## src/rtl/full_adder_seq_n.sv

```systemverilog
// Multi-cycle adder: sums WIDTH-bit operands CHUNK bits per clock with a registered
// ripple carry. The result registers hold their value until the next completion.
`timescale 1ns / 1ps

module full_adder_seq_n #(
  parameter int unsigned WIDTH = 16,
  parameter int unsigned CHUNK = 4
) (
  input  logic             clk,
  input  logic             rst_n,
  input  logic             start,
  input  logic [WIDTH-1:0] inA,
  input  logic [WIDTH-1:0] inB,
  input  logic             cin,
  output logic             busy,
  output logic             done,
  output logic [WIDTH-1:0] outS,
  output logic             cout,
  output logic             ovf
);

  localparam int unsigned NCHUNK = WIDTH / CHUNK;
  localparam int unsigned CNTW   = (NCHUNK > 1) ? $clog2(NCHUNK) : 1;
  localparam logic [CNTW-1:0] LastCnt = CNTW'(NCHUNK - 1);

  typedef enum logic [1:0] {
    StIdle,
    StRun,
    StDone
  } state_e;

  state_e           state_q;
  logic [WIDTH-1:0] a_q;
  logic [WIDTH-1:0] b_q;
  logic [WIDTH-1:0] sum_q;
  logic [WIDTH-1:0] sum_d;
  logic             carry_q;
  logic [CNTW-1:0]  cnt_q;
  logic [CHUNK-1:0] a_chunk;
  logic [CHUNK-1:0] b_chunk;
  logic [CHUNK-1:0] s_chunk;
  logic             c_chunk;
  logic             ovf_d;
  int unsigned      lo;

  // One chunk of the ripple add, merged into the partial sum so the final
  // chunk can be committed to outS in the same edge that computes it.
  always_comb begin
    lo      = int'(cnt_q) * CHUNK;
    a_chunk = a_q[lo +: CHUNK];
    b_chunk = b_q[lo +: CHUNK];
    {c_chunk, s_chunk} = {1'b0, a_chunk} + {1'b0, b_chunk} + {{CHUNK{1'b0}}, carry_q};
    sum_d            = sum_q;
    sum_d[lo +: CHUNK] = s_chunk;
    ovf_d = (a_q[WIDTH-1] == b_q[WIDTH-1]) && (sum_d[WIDTH-1] != a_q[WIDTH-1]);
  end

  always_ff @(posedge clk) begin
    if (!rst_n) begin
      state_q <= StIdle;
      a_q     <= '0;
      b_q     <= '0;
      sum_q   <= '0;
      carry_q <= 1'b0;
      cnt_q   <= '0;
      outS    <= '0;
      cout    <= 1'b0;
      ovf     <= 1'b0;
    end else begin
      case (state_q)
        StIdle: begin
          if (start) begin
            a_q     <= inA;
            b_q     <= inB;
            carry_q <= cin;
            cnt_q   <= '0;
            state_q <= StRun;
          end
        end
        StRun: begin
          sum_q   <= sum_d;
          carry_q <= c_chunk;
          cnt_q   <= cnt_q + 1'b1;
          if (cnt_q == LastCnt) begin
            outS    <= sum_d;
            cout    <= c_chunk;
            ovf     <= ovf_d;
            state_q <= StDone;
          end
        end
        StDone:  state_q <= StIdle;
        default: state_q <= StIdle;
      endcase
    end
  end

  assign busy = (state_q == StRun);
  assign done = (state_q == StDone);

endmodule

```

## config.mk

```make
export PLATFORM = sky130hd
export DESIGN_NAME = full_adder_seq_n
export DESIGN_NICKNAME = d
export VERILOG_FILES = /design/src/rtl/full_adder_seq_n.sv
export SDC_FILE = /design/constraint.sdc
export NUM_CORES = 1
export LEC_CHECK = 0
export BUFFER_PORTS_ARGS = -buffer_cell sky130_fd_sc_hd__buf_2
export CAP_MARGIN = 20
export CORE_ASPECT_RATIO = 0.9
export CORE_MARGIN = 1.5
export CORE_UTILIZATION = 31
export CTS_CLUSTER_DIAMETER = 120
export CTS_CLUSTER_SIZE = 10
export DETAILED_ROUTE_END_ITERATION = 10
export PLACE_DENSITY = 0.46
export SYNTH_ARGS = -nofsm -noshare
export SYNTH_HDL_FRONTEND = slang
export SYNTH_SLANG_ARGS = --single-unit
```

## constraint.sdc

```tcl
create_clock -name clk -period 3.1 [get_ports clk]
set_input_delay 0.62 -clock clk [delete_from_list [all_inputs] [get_ports clk]]
set_output_delay 0.62 -clock clk [all_outputs]
set_load 0.02 [all_outputs]
```

==> results.yml <==
synth:
  yosys-top-cells-area: "dfxtp_1 (46%), nand2_1 (8.5%), a21oi_1 (8.1%), mux4_2 (5.8%), nor2_1 (5.0%)"
  synth_area_sq_um: 3090
  ys_types: 33
  yosysTopAreaCellShare: 0.460
  ys_ff_latch: 71
  ys_seq_area_frac: 0.460
  yosysWarnings: 0
  syn_avg_cell_area_sq_um: 8.51
  synth_top_area_cell: "dfxtp_1"
  syn-instance-count: 363
  synth_nets: 410
clock_network:
  ctsHtreeMaxLevel: 3
  cts_sinks: 71
  clkTransAtPathRegs_ps: 70
  clock-root-buffer: "clkbuf_8"
  cts_resized: 0
  clk_path_buf_depth: 2
  cts-buffers-inserted: 9
  worst_skew_pair.late_latency_ps: 350
  cts_hold_buf: 0
  tritoncts: "built"
  postCtsSetupRepairBufs: 0
sta:
  fin_skew_ps: 16.3
  setup_tns_ps: 0
  tightest_slew_ps: 644
  setup_viol: 0
  rsz0062_at_grt: "no"
  fin_crit_sh: 0.872
  slew_headroom: 0.571
  fin_worst_hold_slack_ps: 455
  fin_crit_ps: 2700
  hold_viol_final: 0
  slew_viol_final: 0
  fmax_mhz: 370
power_and_ir_drop:
  p_leak_nw: 1.50
  p_seq_frac: 0.469
  vdd_ir_drop_max_mv: 0.196
  clkPwrFrac: 0.406
  power_density_nw_per_um2: 564
  switching_share: 0.257
  switching_power_mw: 0.540
  internal-power_mw: 1.56
  fin_total_pwr_mw: 2.10
  p_comb_frac: 0.125
drt:
  avgViaCountPerCell: 4.70
  first_iter_violations: 132
  wl_mm: 7.70
  ant_nets: 0
  route.detailed.drc: 0
  detail_route.wl_per_cell_microns: 14.1
  vias: 2565
  drt-pass1-iter-count: 4
flow_run:
  maxCapViolCount: 0
layout:
  final_common_cell: "dfxtp_1"
  layout.cells.non_filler: 546
  final_nets: 462
  synthToLayoutAreaGrowth_pct: 20.5
  fill_cells: 1027
  n_antenna_cell: 0
  mostFrequentLayoutCells: "dfxtp_1 (71), nand2_1 (70), buf_2 (55)"
  drive_gt1_frac: 0.224
worst_setup_path:
  critPathTopFamily: "adder cells"
  end_kind: "flop"
  crit_path_start_kind: "flop"
  worst-path-buf-inv: 1
  worstPathCellList: "mux4_2 -> fa_1 -> inv_1 -> fa_1 -> nand2b_1 -> o21ai_0 -> nor2_1 -> a211oi_1"
  path_common_cell: "fa_1"
  path_class: "reg -> reg"
  critPathMaxFanout: 6
  path_depth: 8
  required_ps: 3360
  worstPathArrival_ps: 2970
  slowest_delay_ps: 570
  crit_path_top_delay_cell: "mux4_2"
  ff2ff_path_depth: 8
global_routing:
  antenna_found_initial: 0
  grt_pass1_vias: 2430
  grt_max_degree: 34
  grt_first_pass_wirelength_mm: 12.6
  grt_usage: 0.157
  grt-ovfl-total: 0
run_status:
  status: "completed"
floorplan:
  placement_rows: 34
  fp.dieArea_sq_um: 10600
  die_h_microns: 97.7
  start_util: 0.319
  core_sq_um: 9700
  ios: 56
  die_w_microns: 108
place:
  place_congestion: 0.761
  post-place-cells: 530
  portBuffers: 55
  hpwl_mm: 5.44
min_path:
  hold_path_depth: 2
  hold_class: "reg -> reg"
## flip-flops by register name (all words and copies together), names as in the netlist
| register | count |
|---|---|
| a_q | 16 |
| b_q | 16 |
| outS | 16 |
| sum_q | 16 |
| cnt_q | 2 |
| state_q | 2 |
| carry_q | 1 |
| cout | 1 |
| ovf | 1 |
## worst register-to-register path, cell delays in order, from the launching register on
cell and delay [ps]:
dfxtp_1 520, mux4_2 570, fa_1 420, inv_1 80
fa_1 470, nand2b_1 170, o21ai_0 110, nor2_1 70
a211oi_1 210
## logic make-up after synthesis
logic type / Yosys count / synth area share
simple gates: 142 / 0.201
compound gates: 91 / 0.175
flops: 71 / 0.460
buf+inv: 37 / 0.0474
fa+ha+maj: 11 / 0.0494
mux: 9 / 0.0615
xor+xnor: 2 / 0.00567
## worst paths after layout
kind	slack, ps	to	from
min	460	b_q[3]	b_q[3]
min reg2reg	460	b_q[3]	b_q[3]
max reg2reg	400	sum_q[13]	cnt_q[0]
max	400	sum_q[13]	cnt_q[0]
## layer usage
| layer | vias to the layer above | routed length [microns] | GRT usage |
|---|---|---|---|
| met4 | 0 | 117 | 0.0698 |
| met2 | 41 | 3220 | 0.222 |
| met5 | - | 0 | 0 |
| met3 | 10 | 266 | 0.0335 |
| met1 | 1173 | 4100 | 0.228 |
| li1 | 1341 | - | - |
## per-stage QoR
| step | utilization | instance area, sq um | setup WS [ps] |
|---|---|---|---|
| global route | 0.384 | 3720 | 166 |
| global placement | 0.360 | 3490 | 449 |
| CTS | 0.384 | 3720 | 383 |
| finish | 0.384 | 3720 | 396 |
| detailed placement | 0.360 | 3490 | 411 |
| floorplan | - | 3090 | 314 |
## area by class of cell
type	instances	area, sq um	area share
clock buffer	11	151	0.0406
clock inverter	5	80.1	0.0215
inverter	15	56.3	0.0151
multi-input combinational	255	1520	0.409
sequential	71	1420	0.382
tap	126	158	0.0423
timing repair buffer	63	335	0.0900
## synthesized netlist by cell type
cell type	n
a32oi_1	2
and2b_2	1
a221oi_1	2
a31oi_1	1
dfxtp_1	71
a21oi_4	1
a311oi_1	1
and3_1	1
ha_1	9
nand2b_1	3
nor3_1	6
fa_1	2
buf_1	3
mux4_2	8
o22ai_1	3
and4bb_2	3
xnor2_1	2
nor2b_1	12
or3_1	1
inv_1	13
clkbuf_1	13
o21ai_0	11
and2_1	2
mux2i_1	1
a211oi_1	18
nand2_1	70
buf_2	6
nand3_1	2
a21o_1	1
a22oi_1	1
a21oi_1	50
inv_2	2
nor2_1	41
## power by group through the flow
| stage | Clock (mW) | Sequential [mW] | Combinational, mW |
|---|---|---|---|
| after floorplan | 0 | 0.996 | 0.188 |
| after global placement | 0 | 1.01 | 0.260 |
| after detailed placement | 0 | 1.01 | 0.264 |
| after CTS | 0.877 | 0.984 | 0.265 |
| after global routing | 0.921 | 0.990 | 0.296 |
| final | 0.853 | 0.984 | 0.263 |
Power figures use the tool's default switching activity.
